<file path="src/rtl/vga_timing_gen.sv">
// vga_timing_gen: parametrised VGA raster timing generator.
//
// A clock divider produces a pixel advance strobe from clk. On each advance
// the horizontal counter steps and wraps, and the vertical counter steps on
// each horizontal wrap. Every output is a register loaded from the *next*
// counter values, so the markers line up with the counter values shown
// alongside them.
//
// Ports:
//   clk          system clock (single domain)
//   reset        asynchronous, active-high reset
//   enable       advance enable; low freezes counters, divider and levels
//   pix_stb      one-clk pulse on every pixel advance
//   hcount       current horizontal position   [CNT_W-1:0]
//   vcount       current vertical position     [CNT_W-1:0]
//   hsync        horizontal sync, asserted level = HS_POL
//   vsync        vertical sync, asserted level = VS_POL
//   de           data enable (inside the visible area)
//   line_start   one-clk pulse when hcount becomes 0
//   frame_start  one-clk pulse when (hcount,vcount) becomes (0,0)
//   frame_cnt    frames started since reset, wraps  [FRAME_W-1:0]
module vga_timing_gen #(
    parameter int unsigned H_ACTIVE = 640,
    parameter int unsigned H_FP     = 16,
    parameter int unsigned H_SYNC   = 96,
    parameter int unsigned H_BP     = 48,
    parameter int unsigned V_ACTIVE = 480,
    parameter int unsigned V_FP     = 10,
    parameter int unsigned V_SYNC   = 2,
    parameter int unsigned V_BP     = 33,
    parameter int unsigned CLK_DIV  = 4,
    parameter bit          HS_POL   = 1'b0,
    parameter bit          VS_POL   = 1'b0,
    parameter int unsigned CNT_W    = 10,
    parameter int unsigned FRAME_W  = 8
) (
    input  logic               clk,
    input  logic               reset,
    input  logic               enable,
    output logic               pix_stb,
    output logic [CNT_W-1:0]   hcount,
    output logic [CNT_W-1:0]   vcount,
    output logic               hsync,
    output logic               vsync,
    output logic               de,
    output logic               line_start,
    output logic               frame_start,
    output logic [FRAME_W-1:0] frame_cnt
);

    localparam int unsigned H_TOTAL = H_ACTIVE + H_FP + H_SYNC + H_BP;
    localparam int unsigned V_TOTAL = V_ACTIVE + V_FP + V_SYNC + V_BP;
    localparam int unsigned DIV_W   = (CLK_DIV > 1) ? $clog2(CLK_DIV) : 1;
    // Decode comparisons use one extra bit so that boundaries equal to
    // 2^CNT_W (no porches) are still representable.
    localparam int unsigned XW      = CNT_W + 1;

    localparam logic [CNT_W-1:0] H_LAST     = CNT_W'(H_TOTAL - 1);
    localparam logic [CNT_W-1:0] V_LAST     = CNT_W'(V_TOTAL - 1);
    localparam logic [DIV_W-1:0] DIV_RELOAD = DIV_W'(CLK_DIV - 1);

    localparam logic [XW-1:0] H_ACT_X  = XW'(H_ACTIVE);
    localparam logic [XW-1:0] HS_BEG_X = XW'(H_ACTIVE + H_FP);
    localparam logic [XW-1:0] HS_END_X = XW'(H_ACTIVE + H_FP + H_SYNC);
    localparam logic [XW-1:0] V_ACT_X  = XW'(V_ACTIVE);
    localparam logic [XW-1:0] VS_BEG_X = XW'(V_ACTIVE + V_FP);
    localparam logic [XW-1:0] VS_END_X = XW'(V_ACTIVE + V_FP + V_SYNC);

    // Reject parameter sets the counters cannot represent.
    if (CLK_DIV < 1) begin : g_bad_div
        $error("vga_timing_gen: CLK_DIV must be >= 1");
    end
    if ((longint'(H_TOTAL) - 1) > ((longint'(1) << CNT_W) - 1)) begin : g_bad_h
        $error("vga_timing_gen: H_TOTAL-1 does not fit in CNT_W bits");
    end
    if ((longint'(V_TOTAL) - 1) > ((longint'(1) << CNT_W) - 1)) begin : g_bad_v
        $error("vga_timing_gen: V_TOTAL-1 does not fit in CNT_W bits");
    end

    // State registers
    logic [DIV_W-1:0]   div_q,         div_d;
    logic [CNT_W-1:0]   hcount_q,      hcount_d;
    logic [CNT_W-1:0]   vcount_q,      vcount_d;
    logic               pix_stb_q,     pix_stb_d;
    logic               hsync_q,       hsync_d;
    logic               vsync_q,       vsync_d;
    logic               de_q,          de_d;
    logic               line_start_q,  line_start_d;
    logic               frame_start_q, frame_start_d;
    logic [FRAME_W-1:0] frame_cnt_q,   frame_cnt_d;

    logic          adv;
    logic [XW-1:0] hx;
    logic [XW-1:0] vx;
    logic          h_in_sync;
    logic          v_in_sync;

    // Divider and raster counters.
    always_comb begin
        div_d    = div_q;
        hcount_d = hcount_q;
        vcount_d = vcount_q;
        adv      = enable && (div_q == '0);

        if (adv) begin
            div_d = DIV_RELOAD;
        end else if (enable) begin
            div_d = div_q - DIV_W'(1);
        end

        if (adv) begin
            if (hcount_q == H_LAST) begin
                hcount_d = '0;
                vcount_d = (vcount_q == V_LAST) ? '0 : vcount_q + CNT_W'(1);
            end else begin
                hcount_d = hcount_q + CNT_W'(1);
            end
        end
    end

    // Output decode from the next counter values; with enable low the next
    // values equal the current ones, so the levels simply hold.
    always_comb begin
        hx        = {1'b0, hcount_d};
        vx        = {1'b0, vcount_d};
        h_in_sync = (hx >= HS_BEG_X) && (hx < HS_END_X);
        v_in_sync = (vx >= VS_BEG_X) && (vx < VS_END_X);

        pix_stb_d     = adv;
        de_d          = (hx < H_ACT_X) && (vx < V_ACT_X);
        hsync_d       = h_in_sync ? HS_POL : ~HS_POL;
        vsync_d       = v_in_sync ? VS_POL : ~VS_POL;
        line_start_d  = adv && (hcount_d == '0);
        frame_start_d = line_start_d && (vcount_d == '0);
        frame_cnt_d   = frame_start_d ? frame_cnt_q + FRAME_W'(1) : frame_cnt_q;
    end

    // Reset parks the raster on the last blanking position so the first
    // advance wraps straight into (0,0) and opens frame 1.
    always_ff @(posedge clk or posedge reset) begin
        if (reset) begin
            div_q         <= '0;
            hcount_q      <= H_LAST;
            vcount_q      <= V_LAST;
            pix_stb_q     <= 1'b0;
            hsync_q       <= ~HS_POL;
            vsync_q       <= ~VS_POL;
            de_q          <= 1'b0;
            line_start_q  <= 1'b0;
            frame_start_q <= 1'b0;
            frame_cnt_q   <= '0;
        end else begin
            div_q         <= div_d;
            hcount_q      <= hcount_d;
            vcount_q      <= vcount_d;
            pix_stb_q     <= pix_stb_d;
            hsync_q       <= hsync_d;
            vsync_q       <= vsync_d;
            de_q          <= de_d;
            line_start_q  <= line_start_d;
            frame_start_q <= frame_start_d;
            frame_cnt_q   <= frame_cnt_d;
        end
    end

    assign pix_stb     = pix_stb_q;
    assign hcount      = hcount_q;
    assign vcount      = vcount_q;
    assign hsync       = hsync_q;
    assign vsync       = vsync_q;
    assign de          = de_q;
    assign line_start  = line_start_q;
    assign frame_start = frame_start_q;
    assign frame_cnt   = frame_cnt_q;

endmodule

</file>
<file path="config.mk">
export PLATFORM = sky130hd
export DESIGN_NAME = vga_timing_gen
export DESIGN_NICKNAME = d
export VERILOG_FILES = /design/src/rtl/vga_timing_gen.sv
export SDC_FILE = /design/constraint.sdc
export NUM_CORES = 1
export LEC_CHECK = 0
export CORE_MARGIN = 4
export CORE_UTILIZATION = 30
export DETAILED_ROUTE_END_ITERATION = 6
export PLACE_DENSITY = 0.5
export REMOVE_ABC_BUFFERS = 1
export SETUP_SLACK_MARGIN = 0.02
export SLEW_MARGIN = 10
export SYNTH_ARGS = -nofsm -noshare
export SYNTH_HDL_FRONTEND = slang
export SYNTH_SLANG_ARGS = --single-unit
export TNS_END_PERCENT = 5
</file>
<file path="constraint.sdc">
create_clock -name clk -period 7.63 [get_ports clk]
set_input_delay 1.526 -clock clk [delete_from_list [all_inputs] [get_ports clk]]
set_output_delay 1.526 -clock clk [all_outputs]
set_load 0.005 [all_outputs]
</file>
# Word level (Yosys, flattened, before mapping)
# Cells that the tools add are included.
[totals] reg_bits=36 word_cells=41
[op_classes] add_sub_neg=4 order_cmp=6 n_eq_ne=2 muxes=9 reduce_logical=10
[ops] op="two-way mux 10 bit" n=5
[ops] op="adder 10 x 1 -> 10 bit, second input constant" n=2
[ops] op="== test 10 bit, second input constant" n=2
[ops] op="zero test 10 bit" n=2
[ops] op="less-than comparator 10 bit, second input constant" n=2
[ops] op="less-than comparator 10 x 9 -> 1 bit, second input constant" n=2
[ops] op="greater-or-equal comparator 10 bit, second input constant" n=1
[ops] op="greater-or-equal comparator 10 x 9 -> 1 bit, second input constant" n=1
[ops] op="adder 8 x 1 -> 8 bit, second input constant" n=1
[ops] op="logical AND 1 bit" n=6
[ops] op="two-way mux 2 bit" n=2
[ops] op="zero test 2 bit" n=1
[ops] op="two-way mux 1 bit" n=2
[ops] op="nonzero test 2 bit" n=1
[ops] op="subtractor 2 x 1 -> 2 bit, second input constant" n=1

# Logic depth before layout (Yosys ltp)
# Gate-level depths: netlist of the first run.
[depth] ltp_word=7 ltp_mapped=11

# Worst setup path after synthesis of the first run
# Ideal clock, no wire load.
[synth_path] kind="input to register" start="input port enable" end="register frame_cnt_q[6], in the netlist frame_cnt[6]" setup_ns=0.079 t_arrival_ns=3.601 required_time_ns=7.551 setup_slack_ns=3.950 path_stages=8 path_buffers=1 cell_sequence="nand4_1 > or3_4 > o41ai_4 > a31o_2 > or4b_1 > buf_2 > nor4_4 > xor2_1"
[synth_between] elab_chain_cells=5
[synth_lines] element="start: declaration" line="39" text="input logic enable,"
[synth_lines] element="logical AND 1 bit (*)" line="103" text="adv = enable && (div_q == '0);"
[synth_lines] element="two-way mux 10 bit" line="111" text="if (adv) begin"
[synth_lines] element="zero test 10 bit" line="133" text="line_start_d = adv && (hcount_d == '0);"
[synth_lines] element="logical AND 1 bit" line="133"
[synth_lines] element="logical AND 1 bit (*)" line="134" text="frame_start_d = line_start_d && (vcount_d == '0);"
[synth_lines] element="end signal: assignment" line="162" text="frame_cnt_q <= frame_cnt_d;"
[synth_lines] element="end: declaration" line="90" text="logic [FRAME_W-1:0] frame_cnt_q, frame_cnt_d;"
# Mark *: on every way between the ends. The rest lies on a longest branch, timed or not.
# A chain may end at the register's enable or synchronous reset.

# Worst setup path in the final report of the first run
[layout_path] start="input port enable" end="register frame_cnt_q[3], in the netlist frame_cnt[3]"
# The elaborated chain is that of the path after synthesis.

==> flow_summary.yaml, run 1 <==
route:
  viasPerCell: 4.95
  drt-total-wl_mm: 5.07
  vias: 1738
  drt_iter0_markers: 53
  wl_per_cell_um: 14.4
  firstDrtPassIters: 4
  ant_nets: 0
  route.detailed.drc: 0
grt:
  grt_usage_pct: 13.1
  grt_pass1_wl_mm: 9.03
  grt.overflow.total: 0
  grt_max_degree: 37
  antenna_found_initial: 0
  grt_pass1_vias: 1781
finish:
  postLayoutCoreUtil_pct: 39.0
  drive_gt1_share_pct: 13.3
  antenna_cells: 0
  syn_to_final_growth_pct: 25.0
  stdcell_area_um2: 2660
  nNetsFinal: 262
synthesis:
  ys_top_cells_by_count: "24 x dfrtp_1, 20 x nand2_1, 14 x nor2_1, 14 x nor3_1, 13 x inv_1"
  synth_most_common_cell: "dfrtp_1"
  synth_area_um2: 2130
  synth_area_per_cell_um2: 9.72
  ys_seq_area_share_pct: 43.0
  synth-seq-cells: 36
  synthArstFlopShare_pct: 100
  synth-warning-count: 0
  ys.flop_type: "dfrtp_1"
  synth.top_cell.area_share_pct: 28.2
  ys_types: 50
  synthTopCellsByArea: "dfrtp_1 28%, dfstp_2 15%, xor2_1 4.5%, xnor2_1 4.1%, nand2_1 3.5%"
  syn_inst: 219
  synth_edf_count: 0
  yosysTopAreaCell: "dfrtp_1"
timing:
  rsz0062_at_grt: "no"
  hold_viol: 0
  maxClockFrequency_ghz: 0.234
  fin_crit_sh_pct: 56.0
  skew_ns: 0.00735
  min_period_ns: 4.27
  slew_violations: 0
  finalSetupTns_ns: 0
  setup_violations: 0
  worst_pin_slew_ns: 0.855
  relSlewSlack_pct: 42.6
  holdWs_ns: 0.472
critical_path:
  endpoint_kind: "flop"
  reg2regPathDepth: 8
  cp_data_required_time_ns: 7.85
  critical_path.startpoint_type: "input port"
  crit_type: "input port to flop"
  crit_arrival_ns: 4.49
  crit_fanout: 12
place:
  place_area_um2: 2570
  dp_hpwl_mm: 3.64
  gp_congestion: 0.735
  io_buffers: 36
power_and_ir_drop:
  p_clk_share_pct: 29.7
  switching_power_uw: 141
  power.leakage_uw: 0.00105
  peakVddDrop_v: 0.0000941
  switching_share_pct: 30.2
  comb_power_share_pct: 18.9
  seq_power_share_pct: 51.4
  power_density_nw_per_um2: 175
  p_int_uw: 325
clock_network:
  cts_tree: "yes"
  htree_levels: 2
  insertion_delay_ns: 0.29
  post_cts_buffers: 0
  clk_pin_slew_worst_paths_ns: 0.08
  root_buffer: "clkbuf_8"
  cts_resized: 0
  clock-sinks: 36
  clock_path_buffers: 2
  cts-hold-fix-buffers: 0
  numCtsBuffers: 5
run:
  maxCapViolations: 0
floorplanning:
  die_w_um: 92.3
  row_count: 30
  die_h_um: 92.3
  start_util_pct: 31.2
  ios: 37
  core_area_um2: 6830
  die_area_um2: 8510
run_status:
  status: "finished, final reports clean"
hold_path:
  worstHoldPathCells: 1
  worstHoldPathType: "flop to flop"
==> metal layers <==
metal,track usage [%],up-vias,share of wire [%]
met5,0,-,0
met4,3.59,0,1.1
met3,2.87,6,3.8
met2,20.8,33,47
met1,17.9,835,48
li1,-,864,-
==> critical path: stages <==
cell and delay, ns:
clkdlybuf4s50_1 0.57, nand4_1 0.20, or3_4 0.52, o41ai_4 0.41, a31o_2 0.23, or4b_1 0.61
nor3_1 0.27, xor2_1 0.16
==> power groups by stage <==
stage	registers [uW]	clock network, uW	logic, uW
after floorplan	238	0	51.5
after global placement	243	0	89.1
after detailed placement	242	0	90.2
after CTS	239	146	90.1
after global routing	244	154	98.2
final	239	139	88.1
==> cells by family after synthesis <==
logic type / count (synthesis) / share of synthesized area, %
AO/OA/AOI/OAI: 30 / 10.9
XOR/XNOR: 21 / 8.64
adder cells (fa/ha/maj): 5 / 2.94
buffers and inverters: 23 / 4.70
flip-flops: 36 / 43.0
multiplexers: 6 / 3.00
AND/OR/NAND/NOR: 98 / 26.8
==> final cells by class <==
class	count	area, um2
Multi-Input combinational cell	160	1110
Timing Repair Buffer	38	375
Fill cell	710	4170
Clock buffer	5	68.8
Inverter	13	48.8
Clock inverter	3	18.8
Sequential cell	36	916
Tap cell	96	120
==> through the flow <==
stage	power (uW)	cells	setup WS, ns
after floorplan	290	209	3.89
after global placement	332	343	3.14
after detailed placement	332	343	3.04
after CTS	476	351	3.37
after global routing	496	351	3.18
final	466	351	3.36
==> layout by cell type, fill, tap and decap left out, types with 2 or more instances in the layout <==
master            n
clkdlybuf4s50_1  36
dfrtp_1          24
nand2_1          20
nor2_1           14
nor3_1           14
inv_1            13
dfstp_2          12
nand3_1          11
xor2_1           11
nand4_1          10
xnor2_1          10
o21ai_0           8
ha_1              5
clkbuf_8          5
nor4_1            4
and4_1            3
or2_2             3
mux2i_1           3
o31ai_1           3
mux2_2            3
o211ai_1          2
nand3b_1          2
nor4b_1           2
o311ai_0          2
nor3b_1           2
a21oi_1           2
nor2b_1           2
and3_1            2
a21o_1            2
clkinv_2          2
buf_4             2
==> worst paths after layout <==
| kind | startpoint | to | slack [ns] |
|---|---|---|---|
| setup / recovery | enable | frame_cnt[3]$_DFFE_PP0P_ | 3.36 |
| hold / removal | frame_cnt[7]$_DFFE_PP0P_ | frame_cnt[7]$_DFFE_PP0P_ | 0.47 |
| setup reg to reg | hcount[0]$_DFF_PP1_ | frame_cnt[3]$_DFFE_PP0P_ | 4.40 |
| hold reg to reg | frame_cnt[7]$_DFFE_PP0P_ | frame_cnt[7]$_DFFE_PP0P_ | 0.47 |
| max in group asynchronous | reset | hcount[8]$_DFF_PP1_ | 5.62 |
| min in group asynchronous | reset | hcount[5]$_DFF_PP0_ | 1.63 |
==> flip-flops by register name, indices dropped and copies added, names as in the netlist <==
| name | cells |
|---|---|
| hcount | 10 |
| vcount | 10 |
| frame_cnt | 8 |
| div_q | 2 |
| de | 1 |
| frame_start | 1 |
| hsync | 1 |
| line_start | 1 |
| pix_stb | 1 |
| vsync | 1 |
Note: power is estimated with default switching activity, not from simulation.
==> run 2, diff against run 1 <==
- clock period: 7.63 -> 3.94 ns (I/O delays scaled with it)
==> run 2 against run 1 <==
Compared with the run above:
- sequential power is 94% higher
- critical path depth stayed put
- power rose by 110%
- global-route usage decreased by 0.085 points
- non-clock buffer count increased by 5
- sequential share of layout area is 0.77 points lower
- final area is 2.3% higher
- clock power up 140%
- worst setup slack worse by 2.9 ns
- routed wire length down 0.49%
- via count rose by 0.29%
- final cell count increased by 1.4%
- highest routed layer unchanged
==> flow_summary.yaml, run 2 (synthesis gave the netlist of run 1 again) <==
clock_network:
  clock-sinks: 36
  cts-hold-fix-buffers: 0
  root_buffer: "clkbuf_8"
  cts_resized: 0
  cts_tree: "yes"
  htree_levels: 2
  numCtsBuffers: 5
  clock_path_buffers: 2
  insertion_delay_ns: 0.29
  clk_pin_slew_worst_paths_ns: 0.08
  post_cts_buffers: 0
timing:
  setup_violations: 0
  finalSetupTns_ns: 0
  hold_viol: 0
  skew_ns: 0.00914
  fin_crit_sh_pct: 88.6
  rsz0062_at_grt: "no"
  worst_pin_slew_ns: 0.664
  maxClockFrequency_ghz: 0.286
  slew_violations: 0
  min_period_ns: 3.49
  relSlewSlack_pct: 55.7
power_and_ir_drop:
  power_density_nw_per_um2: 354
  peakVddDrop_v: 0.000267
  switching_share_pct: 28.0
  p_int_uw: 694
  seq_power_share_pct: 48.0
  comb_power_share_pct: 17.8
  p_total_uw: 964
  power.leakage_uw: 0.00108
  p_clk_share_pct: 34.1
  switching_power_uw: 270
critical_path:
  crit_type: "input port to flop"
  crit_fanout: 6
  cp_data_required_time_ns: 4.16
  path_buf_inv: 1
  worst-path-stages: 8
  crit_arrival_ns: 3.71
  reg2regPathDepth: 8
  cpPeakStageDelay_ns: 0.61
  endpoint_kind: "flop"
  cp_top_family: "simple AND/OR/NAND/NOR gates"
  slowest_stage: "or4b_1"
  critical_path.startpoint_type: "input port"
  path_cells: "clkdlybuf4s50_1 > nand4_1 > or3_4 > o41ai_4 > a31o_2 > or4b_1 > nor3_1 > xor2_1"
place:
  dp_cells: 348
  gp_congestion: 0.756
  dp_hpwl_mm: 3.75
  io_buffers: 36
grt:
  grt_usage_pct: 13.0
  grt_pass1_wl_mm: 8.98
  antenna_found_initial: 0
  grt_pass1_vias: 1813
  grt.overflow.total: 0
  grt_max_degree: 22
run:
  maxCapViolations: 0
floorplanning:
  row_count: 30
  core_area_um2: 6830
  die_w_um: 92.3
  ios: 37
  die_h_um: 92.3
  start_util_pct: 31.2
  die_area_um2: 8510
finish:
  drive_gt1_share_pct: 15.0
  postLayoutCoreUtil_pct: 39.9
  syn_to_final_growth_pct: 27.8
  layout_commonest_cell: "clkdlybuf4s50_1"
  nNetsFinal: 267
  final_cell_mix: "36 x clkdlybuf4s50_1, 24 x dfrtp_1, 20 x nand2_1"
  finalNonFillerCells: 356
  antenna_cells: 0
hold_path:
  worstHoldPathCells: 1
  worstHoldPathType: "flop to flop"
route:
  vias: 1743
  viasPerCell: 4.90
  drt-total-wl_mm: 5.05
  drt_iter0_markers: 71
  route.detailed.drc: 0
  ant_nets: 0
  firstDrtPassIters: 4
  wl_per_cell_um: 14.2
run_status:
  status: "finished, final reports clean"
run 2: routing by layer:
metal | routed length [um] | GRT usage [%]
met5 | 0 | 0
met4 | 59 | 3.71
met3 | 211 | 3.36
met2 | 2310 | 20.5
met1 | 2460 | 17.5
run 2: power groups by stage:
stage | Combinational (uW) | Sequential, uW | Clock [uW]
after global routing | 192 | 470 | 360
after floorplan | 99.8 | 462 | 0
final | 172 | 463 | 329
after global placement | 172 | 470 | 0
after detailed placement | 174 | 468 | 0
after CTS | 176 | 463 | 344
run 2: worst paths after layout:
| path | startpoint | slack [ns] | to |
|---|---|---|---|
| worst max-delay path | enable | 0.45 | frame_cnt[5]$_DFFE_PP0P_ |
| worst min-delay path | frame_cnt[7]$_DFFE_PP0P_ | 0.46 | frame_cnt[7]$_DFFE_PP0P_ |
| worst max register to register | hcount[0]$_DFF_PP1_ | 0.76 | frame_cnt[5]$_DFFE_PP0P_ |
| worst min register to register | frame_cnt[7]$_DFFE_PP0P_ | 0.46 | frame_cnt[7]$_DFFE_PP0P_ |
| max in group asynchronous | reset | 2.28 | hcount[3]$_DFF_PP1_ |
| min in group asynchronous | reset | 0.89 | vcount[1]$_DFF_PP0_ |
run 2: layout make-up:
class                           instances  area, um2
Fill cell                             713       4110
Sequential cell                        36        916
Tap cell                               96        120
Clock inverter                          3       42.5
Timing Repair Buffer                   43        413
Inverter                               13       48.8
Clock buffer                            5       68.8
Multi-Input combinational cell        160       1110
run 2: metrics by stage:
step	hold slack, ns	instance area, um2	setup slack [ns]
6_report	0.463	2720	0.449
5_1_grt	0.512	2720	0.241
4_1_cts	0.473	2720	0.438
3_5_place_dp	0.457	2610	0.121
3_3_place_gp	0.459	2610	0.238
2_1_floorplan	0.465	2080	0.936
==> run 3, diff against run 2 <==
- CELL_PAD_IN_SITES_DETAIL_PLACEMENT: not set -> 1
- CELL_PAD_IN_SITES_GLOBAL_PLACEMENT: not set -> 2
- CORE_UTILIZATION: 30 -> 33
- PLACE_DENSITY: 0.5 -> 0.8
==> run 3 against run 2 <==
Compared with the run above:
- clock power about the same
- register-to-register slack lost 0.10 ns
- die area decreased by 8.3%
- via count up 4.3%
- non-clock buffer count shrank 1
- routed wire length up 11%
- hold slack gained 0.0066 ns
- critical endpoint unchanged
==> flow_summary.yaml, run 3 (synthesis gave the netlist of run 1 again) <==
run_status:
  status: "finished, final reports clean"
floorplanning:
  die_area_um2: 7800
  core_area_um2: 6310
  row_count: 29
  ios: 37
  die_w_um: 88.3
  start_util_pct: 33.7
  die_h_um: 88.3
critical_path:
  endpoint_kind: "flop"
  path_cells: "clkdlybuf4s50_1 > nand4_1 > or3_4 > o41ai_4 > a31o_2 > or4b_1 > nor3_1 > xor2_1"
  slowest_stage: "or4b_1"
  critical_path.startpoint_type: "input port"
  cpPeakStageDelay_ns: 0.61
  r2r-start: "hcount[0]$_DFF_PP1_"
  crit_fanout: 12
  reg2reg_slack_ns: 0.66
  cp_data_required_time_ns: 4.15
  worstReg2RegEnd: "frame_cnt[5]$_DFFE_PP0P_"
  crit_arrival_ns: 3.71
  crit_type: "input port to flop"
  reg2regPathDepth: 8
grt:
  grt_usage_pct: 15.9
  antenna_found_initial: 0
  grt_pass1_wl_mm: 9.41
  grt_pass1_vias: 1919
  grt.overflow.total: 0
  grt_max_degree: 37
clock_network:
  cts_resized: 0
  clock_path_buffers: 2
  numCtsBuffers: 5
  root_buffer: "clkbuf_8"
  htree_levels: 2
  clk_pin_slew_worst_paths_ns: 0.07
  post_cts_buffers: 0
  cts_tree: "yes"
  insertion_delay_ns: 0.30
  clock-sinks: 36
  cts-hold-fix-buffers: 0
timing:
  slew_violations: 0
  relSlewSlack_pct: 66.0
  skew_ns: 0.00955
  finalSetupTns_ns: 0
  maxClockFrequency_ghz: 0.286
  min_period_ns: 3.49
  rsz0062_at_grt: "no"
  setup_violations: 0
  hold_viol: 0
  worst_pin_slew_ns: 0.506
  fin_crit_sh_pct: 88.7
  fin_ws_ns: 0.447
route:
  route.detailed.drc: 0
  vias: 1818
  drt-total-wl_mm: 5.62
  drt_iter0_markers: 74
  viasPerCell: 5.41
  ant_nets: 0
  firstDrtPassIters: 4
  wl_per_cell_um: 16.7
run:
  maxCapViolations: 0
power_and_ir_drop:
  power_density_nw_per_um2: 360
  power.leakage_uw: 0.00108
  peakVddDrop_v: 0.000228
hold_path:
  hold_start: "frame_cnt[7]$_DFFE_PP0P_"
  holdPathEnd: "frame_cnt[7]$_DFFE_PP0P_"
  worstHoldPathType: "flop to flop"
  worstHoldPathCells: 1
finish:
  syn_to_final_growth_pct: 26.2
  stdcell_area_um2: 2690
  drive_gt1_share_pct: 14.3
  layout_commonest_cell: "clkdlybuf4s50_1"
  nNetsFinal: 266
  fillerInstances: 733
  postLayoutCoreUtil_pct: 42.6
  final_cell_mix: "36 x clkdlybuf4s50_1, 24 x dfrtp_1, 20 x nand2_1"
  antenna_cells: 0
place:
  place_area_um2: 2580
  gp_congestion: 0.778
  io_buffers: 36
  dp_hpwl_mm: 4.05
  dp_slack_ns: 0.137
[run 3: cell types whose count changed in the layout (fill, tap and decap cells not counted)]
cell | previous run | this run
buf_4 | 7 | 6
clkbuf_1 | 0 | 1
clkinvlp_4 | 1 | 0
[run 3: cell type report]
type / instances / area, um2 / area share [%]
clock buffer: 6 / 72.6 / 2.70
timing repair buffer: 42 / 405 / 15.1
clock inverter: 2 / 35.0 / 1.30
multi-input combinational: 160 / 1110 / 41.4
tap: 77 / 96.3 / 3.58
sequential: 36 / 916 / 34.1
inverter: 13 / 48.8 / 1.82
[run 3: worst max-delay path: cells and delay by family]
kind | cells | cell delay, ns
AND/OR/NAND/NOR | 4 | 1.61
AO/OA/AOI/OAI | 2 | 0.63
buffers and inverters | 1 | 0.49
XOR/XNOR | 1 | 0.18
[run 3: metal layers]
layer  up-vias  global-route usage [%]  routed length [um]
met5         -                       0                   0
met4         0                    6.59                  89
met3         6                    4.10                 189
met2        32                    26.8                2820
met1       912                    19.3                2520
li1        868                       -                   -
[run 3: worst max path at each step]
stage	startpoint	end	slack, ns	depth (start not counted)
after floorplan	enable	frame_cnt[6]$_DFFE_PP0P_	0.94	7
after global routing	enable	frame_cnt[7]$_DFFE_PP0P_	0.31	8
final	enable	frame_cnt[5]$_DFFE_PP0P_	0.45	8
after detailed placement	enable	frame_cnt[5]$_DFFE_PP0P_	0.14	8
after global placement	enable	frame_cnt[4]$_DFFE_PP0P_	0.29	8
after CTS	enable	frame_cnt[5]$_DFFE_PP0P_	0.45	8
[run 3: stage by stage]
| stage | hold slack [ns] | instances | power [uW] |
|---|---|---|---|
| after floorplan | 0.465 | 209 | 561 |
| after detailed placement | 0.470 | 328 | 648 |
| after CTS | 0.482 | 336 | 988 |
| after global routing | 0.494 | 336 | 1030 |
| after global placement | 0.467 | 328 | 642 |
| final | 0.470 | 336 | 969 |
[run 3: where the power goes]
part	internal [uW]	total (uW)	switching, uW
clock	188	328	140
sequential	417	464	47.4
combinational	90.2	177	86.5
